### src/rtl/vga_timing_gen.sv
// vga_timing_gen: VGA scan counters, game-logic strobes and aligned sync/de/RGB output.
// Ports: clk, rst_n (sync, active low); sx/sy scan position; frame/line strobes;
//   red/green/blue_in colour returned PIPE_DLY cycles after sx/sy;
//   vga_hs/vga_vs/vga_de/vga_r/vga_g/vga_b registered VGA output.
// Optional: define VGA_TEST_PATTERN_EN to add pattern_sel (8 vertical colour bars).
module vga_timing_gen #(
  parameter int CORDW    = 10,
  parameter int H_RES    = 640,
  parameter int H_FP     = 16,
  parameter int H_SYNC   = 96,
  parameter int H_BP     = 48,
  parameter int V_RES    = 480,
  parameter int V_FP     = 10,
  parameter int V_SYNC   = 2,
  parameter int V_BP     = 33,
  parameter bit H_POL    = 1'b0,
  parameter bit V_POL    = 1'b0,
  parameter int PIPE_DLY = 2
) (
  input  logic             clk,
  input  logic             rst_n,
`ifdef VGA_TEST_PATTERN_EN
  input  logic             pattern_sel,
`endif
  output logic [CORDW-1:0] sx,
  output logic [CORDW-1:0] sy,
  output logic             frame,
  output logic             line,
  input  logic [7:0]       red_in,
  input  logic [7:0]       green_in,
  input  logic [7:0]       blue_in,
  output logic             vga_hs,
  output logic             vga_vs,
  output logic             vga_de,
  output logic [7:0]       vga_r,
  output logic [7:0]       vga_g,
  output logic [7:0]       vga_b
);

  localparam int H_TOTAL = H_RES + H_FP + H_SYNC + H_BP;
  localparam int V_TOTAL = V_RES + V_FP + V_SYNC + V_BP;

  localparam logic [CORDW-1:0] H_LAST = CORDW'(H_TOTAL - 1);
  localparam logic [CORDW-1:0] V_LAST = CORDW'(V_TOTAL - 1);
  localparam logic [CORDW-1:0] H_ACT  = CORDW'(H_RES);
  localparam logic [CORDW-1:0] V_ACT  = CORDW'(V_RES);
  localparam logic [CORDW-1:0] H_SS   = CORDW'(H_RES + H_FP);
  localparam logic [CORDW-1:0] H_SE   = CORDW'(H_RES + H_FP + H_SYNC);
  localparam logic [CORDW-1:0] V_SS   = CORDW'(V_RES + V_FP);
  localparam logic [CORDW-1:0] V_SE   = CORDW'(V_RES + V_FP + V_SYNC);

  logic [CORDW-1:0] sx_n;
  logic [CORDW-1:0] sy_n;

  always_comb begin
    sx_n = sx + CORDW'(1);
    sy_n = sy;
    if (sx == H_LAST) begin
      sx_n = '0;
      sy_n = (sy == V_LAST) ? '0 : sy + CORDW'(1);
    end
  end

  logic de_raw;
  logic hs_raw;
  logic vs_raw;

  always_comb begin
    de_raw = (sx < H_ACT) && (sy < V_ACT);
    hs_raw = (sx >= H_SS && sx < H_SE) ? H_POL : ~H_POL;
    vs_raw = (sy >= V_SS && sy < V_SE) ? V_POL : ~V_POL;
  end

  // Strobes are registered, so they decode the position being loaded.
  always_ff @(posedge clk) begin
    if (!rst_n) begin
      sx    <= '0;
      sy    <= '0;
      frame <= 1'b0;
      line  <= 1'b0;
    end else begin
      sx    <= sx_n;
      sy    <= sy_n;
      frame <= (sx_n == '0) && (sy_n == V_ACT);
      line  <= (sx_n == '0);
    end
  end

  // Delay the decode by the game logic's colour latency.
  logic [PIPE_DLY-1:0] de_d;
  logic [PIPE_DLY-1:0] hs_d;
  logic [PIPE_DLY-1:0] vs_d;

  always_ff @(posedge clk) begin
    if (!rst_n) begin
      de_d <= '0;
      hs_d <= {PIPE_DLY{~H_POL}};
      vs_d <= {PIPE_DLY{~V_POL}};
    end else begin
      de_d[0] <= de_raw;
      hs_d[0] <= hs_raw;
      vs_d[0] <= vs_raw;
      for (int i = 1; i < PIPE_DLY; i++) begin
        de_d[i] <= de_d[i-1];
        hs_d[i] <= hs_d[i-1];
        vs_d[i] <= vs_d[i-1];
      end
    end
  end

  logic [7:0] r_sel;
  logic [7:0] g_sel;
  logic [7:0] b_sel;

`ifdef VGA_TEST_PATTERN_EN
  localparam int BAR_W = H_RES / 8;

  logic [CORDW-1:0] sx_d [PIPE_DLY];
  logic [2:0]       bar;

  always_ff @(posedge clk) begin
    if (!rst_n) begin
      for (int i = 0; i < PIPE_DLY; i++) sx_d[i] <= '0;
    end else begin
      sx_d[0] <= sx;
      for (int i = 1; i < PIPE_DLY; i++) sx_d[i] <= sx_d[i-1];
    end
  end

  // Bars past the active width alias, but they are always blanked.
  assign bar = 3'(sx_d[PIPE_DLY-1] / CORDW'(BAR_W));

  // Bar order white..black maps to r=~bar[1], g=~bar[2], b=~bar[0].
  always_comb begin
    r_sel = red_in;
    g_sel = green_in;
    b_sel = blue_in;
    if (pattern_sel) begin
      r_sel = {8{~bar[1]}};
      g_sel = {8{~bar[2]}};
      b_sel = {8{~bar[0]}};
    end
  end
`else
  always_comb begin
    r_sel = red_in;
    g_sel = green_in;
    b_sel = blue_in;
  end
`endif

  always_ff @(posedge clk) begin
    if (!rst_n) begin
      vga_hs <= ~H_POL;
      vga_vs <= ~V_POL;
      vga_de <= 1'b0;
      vga_r  <= '0;
      vga_g  <= '0;
      vga_b  <= '0;
    end else begin
      vga_hs <= hs_d[PIPE_DLY-1];
      vga_vs <= vs_d[PIPE_DLY-1];
      vga_de <= de_d[PIPE_DLY-1];
      vga_r  <= de_d[PIPE_DLY-1] ? r_sel : 8'h00;
      vga_g  <= de_d[PIPE_DLY-1] ? g_sel : 8'h00;
      vga_b  <= de_d[PIPE_DLY-1] ? b_sel : 8'h00;
    end
  end

endmodule

### config.mk
export PLATFORM = sky130hd
export DESIGN_NAME = vga_timing_gen
export DESIGN_NICKNAME = d
export VERILOG_FILES = /design/src/rtl/vga_timing_gen.sv
export SDC_FILE = /design/constraint.sdc
export NUM_CORES = 1
export LEC_CHECK = 0
export ABC_CLOCK_PERIOD_IN_PS = 3700
export CORE_UTILIZATION = 49
export DETAILED_ROUTE_END_ITERATION = 8
export GPL_TIMING_DRIVEN = 0
export PLACE_DENSITY = 0.84
export SLEW_MARGIN = 10
export SYNTH_ARGS = -nofsm -noshare
export SYNTH_HDL_FRONTEND = slang
export SYNTH_SLANG_ARGS = --single-unit
### constraint.sdc
create_clock -name clk -period 3.7 [get_ports clk]
set_input_delay 0.925 -clock clk [delete_from_list [all_inputs] [get_ports clk]]
set_output_delay 0.925 -clock clk [all_outputs]
set_load 0.05 [all_outputs]
### Yosys cells after proc, flatten, opt, wreduce, memory -nomap -nowiden

Index checks and enable logic that the tools add are counted.

* bits of input ports: 26
* register bits after elaboration: 55
* word-level logic and storage cells: 35

* $add $sub $neg: 2
* magnitude comparators: 6
* mux-type cells: 5
* equal/unequal tests: 3
* reductions and logical operators: 6

Operators with widths (number)
* 2-to-1 mux 10 bit: 3
* adder 10 x 1 -> 10 bit (second input constant): 2
* equality test 10 bit (second input constant): 2
* less-than comparator 10 bit (second input constant): 2
* less-than comparator 10 x 9 -> 1 bit (second input constant): 2
* equality test 10 x 9 -> 1 bit (second input constant): 1
* greater-or-equal comparator 10 bit (second input constant): 1
* greater-or-equal comparator 10 x 9 -> 1 bit (second input constant): 1
* logical NOT 10 bit: 1
* logical AND 1 bit: 4
* 2-to-1 mux 1 bit: 2
* AND reduction 2 bit: 1

### Longest topological paths before layout

* depth in word-level cells: 5
* depth in mapped cells: 8
* gate-level depth less buffers: 7

### Worst setup path after synthesis

OpenSTA, ideal clock, no wires.

* path kind: register to register
* from: reg sx[0]
* to: reg frame
* path slack: 1187 ps
* clock period less this slack: 2513 ps
* data required time: 3597 ps
* stages on the path, launching flop included: 9
* arrival time: 2409 ps
* path buffers: 2
* path through: dfxtp_1 -> ha_1 -> and4_1 -> clkbuf_1 -> nand3_1 -> buf_4 -> a221oi_1 -> o2111ai_1 -> a2111oi_2

* word-level cells in the longest chain between the ends: 4
* elaborated cells between the ends (all ways): 7
* those cells by class: add/sub: 1; eq/ne: 2; mux: 2; reduce/logical: 2

RTL lines
* from (decl): line 25 `output logic [CORDW-1:0] sx,`
* from (signal assigned): line 82 `sx <= sx_n;`
* adder 10 x 1 -> 10 bit or equality test 10 bit (tied branches): line 56, 58
* 2-to-1 mux 10 bit: line 58 `if (sx == H_LAST) begin`
* logical NOT 10 bit or equality test 10 x 9 -> 1 bit (tied branches): line 84 `frame <= (sx_n == '0) && (sy_n == V_ACT);`
* logical AND 1 bit *: line 84
* to (signal assigned): line 84
* to (decl): line 27 `output logic frame,`

Every way passes the cells marked *; elsewhere a longest branch is shown, timed or not.
A chain may end at the register's enable or synchronous reset.

### Worst setup path in the final report

Ends and elaborated chain as after synthesis.

==> results.yml <==
clocking:
  cts_max_level: 2
  clk_latency_ns: 0.31
  cts.sink_count: 55
  cts-resized-gates: 0
  hold_buffers: 0
  clk_pin_slew_worst_paths_ns: 0.09
  cts_tree: "yes"
  clk_path_buf_depth: 2
  clk_root_buffer_cell: "clkbuf_8"
  cts_setup_buffers: 0
  numCtsBuffers: 5
floorplanning:
  initial_core_util_pct: 51.93
  die_h_um: 70.40
  dieArea_sq_mm: 0.004955
  io_pins: 75
  rows: 24
  fp.dieW_um: 70.40
  core-area_sq_mm: 0.004414
global_route:
  grt_overflow_total: 0
  first_global_vias: 1816
  antenna_found_initial: 0
  grt_pass1_wl_um: 8707
  grt_max_degree: 17
  grt_usage_pct: 22.16
final_layout:
  fin_nets: 353
  instances_no_fill: 375
  fill_cells: 349
  area_growth_pct: 39.79
  final_layout_size_suffix_gt1_share_pct: 8.050
  antenna_cells: 0
  layout_common_cells: "clkdlybuf4s50_1 (74), dfxtp_1 (55), and3_1 (26)"
  final_util_pct: 72.59
  layout_commonest_cell: "clkdlybuf4s50_1"
worst_setup_path:
  required_ns: 3.88
  cp_slowest_cell: "dfxtp_1"
  cp_data_arrival_time_ns: 2.82
  end_kind: "register"
  cp_top_family: "compound AO/OA/AOI/OAI gates"
  cp-start-kind: "register"
  rrSetupSlack_ns: 1.06
  worst-path-buf-inv: 2
  slowest_delay_ns: 0.46
  crit_chain: "ha_1 -> and4_1 -> clkbuf_1 -> nand3_1 -> buf_4 -> a221oi_1 -> o2111ai_1 -> a2111oi_2"
  crit_type: "reg -> reg"
  worstPathMaxFanout: 10
synth:
  synth_flop_cell: "dfxtp_1"
  synthCells: 242
  ys_ff_latch: 55
  yosysWarningCount: 0
  synth_edf_count: 0
  synthArstFlopShare_pct: 0
  synth.net_count: 272
  syn_area_per_cell_sq_um: 9.472
  synth.cell_area_sq_mm: 0.002292
  synth_cell_types: 47
  ys_seq_area_share_pct: 48.03
timing:
  slew_headroom_pct: 60.73
  fmax_mhz: 378.9
  hold_viol_final: 0
  postLayoutSetupSlackWorst_ns: 1.061
  fin_tns_setup_ns: 0
  setup_viol: 0
  finalCritPeriodShare_pct: 71.34
  finClkSkew_ns: 0.005657
  min_period_ns: 2.639
  slew_violations: 0
  worst_slew_pin_slew_ns: 0.5876
  rsz0062_at_grt: "false"
detailed_routing:
  totalWireLength_um: 5279
  post_drt_wl_per_cell_um: 14.08
  vias: 2006
  drt_iter0_drc: 135
  route.antenna.remaining_nets: 0
  remaining_drc_errors: 0
  via_per_inst: 5.349
  dr.pass1.iters: 4
job:
  drv_cap: 0
placed_design:
  io_buffers: 74
  hpwl_um: 3844
  routabilityCongestion: 0.8641
  dp_slack_ns: 1.116
  placedCellCount: 368
pwr:
  total_power_mw: 1.124
  power_leakage_nw: 1.233
  ir_worst_vdd_uv: 233.6
  power_density_mw_per_mm2: 350.9
outcome:
  outcome: "finished clean"
worst_hold_path:
  hp-class: "reg -> reg"
## routing by layer
metal / vias up / GRT usage, % / routed length, um
li1: 1008 / - / -
met5: - / 0 / 0
met3: 9 / 5.339 / 444
met1: 891 / 29.01 / 2289
met4: 0 / 7.111 / 71
met2: 98 / 35.77 / 2474
## final cells by class
cell class                      instances  area, sq um  share of cell area [%]
Buffer                                 18        97.59                   3.046
Clock buffer                            5        68.82                   2.148
Clock inverter                          2        37.54                   1.171
Inverter                                9        33.78                   1.054
Multi-Input combinational cell        160         1060                   33.07
Sequential cell                        55         1101                   34.36
Tap cell                               52        65.06                   2.030
Timing Repair Buffer                   74        740.7                   23.12
## cells by family (layout without fill, tap and decap cells)
family,Yosys count,count (layout),share of synthesized area (%)
AO/OA/AOI/OAI,25,25,8.024
XOR/XNOR,15,15,5.732
adder cells (fa/ha/maj),4,4,2.183
buffers and inverters,27,108,5.731
flip-flops,55,55,48.04
multiplexers,1,1,0.4912
AND/OR/NAND/NOR,115,115,29.80
## synth_stat cells, types with 4 or more instances
cell / n / area [sq um]
xnor2_1: 12 / 105.1
nand3_1: 9 / 45.04
o21ai_0: 5 / 25.02
nand2b_1: 6 / 37.54
buf_4: 5 / 37.54
inv_1: 9 / 33.78
dfxtp_1: 55 / 1101
nor2b_1: 4 / 25.02
and4_1: 4 / 35.03
and2_1: 7 / 43.79
and3_1: 26 / 162.7
clkbuf_1: 9 / 33.78
nor2_1: 13 / 48.80
nor3_1: 8 / 40.04
nand4_1: 10 / 62.56
ha_1: 4 / 50.05
nand2_1: 13 / 48.80
## registers in the layout, indices dropped and copies added, names as in the netlist
register and count:
de_d 2, frame 1, hs_d 2, line 1
sx 10, sy 10, vga_b 8, vga_de 1
vga_g 8, vga_hs 1, vga_r 8, vga_vs 1
vs_d 2
## power breakdown
part	leakage (nW)	internal, mW	switching (mW)
sequential	0.447	0.604	0.00816
clock	0.0502	0.198	0.190
combinational	0.736	0.0557	0.0687
## path summary, 6_finish.rpt
kind | end | start | cells after the start
hold reg to reg | hs_d[1] | hs_d[0] | 1
hold / removal | hs_d[1] | hs_d[0] | 1
setup / recovery | frame | sx[0] | 8
setup reg to reg | frame | sx[0] | 8
## stage by stage
stage,cell area [sq um],hold slack (ns)
after floorplan,2292,0.3863
after global placement,3098,0.3901
after detailed placement,3098,0.3940
after CTS,3204,0.4203
after global routing,3204,0.4355
final,3204,0.4131
Note: power is estimated with default switching activity, not from simulation.
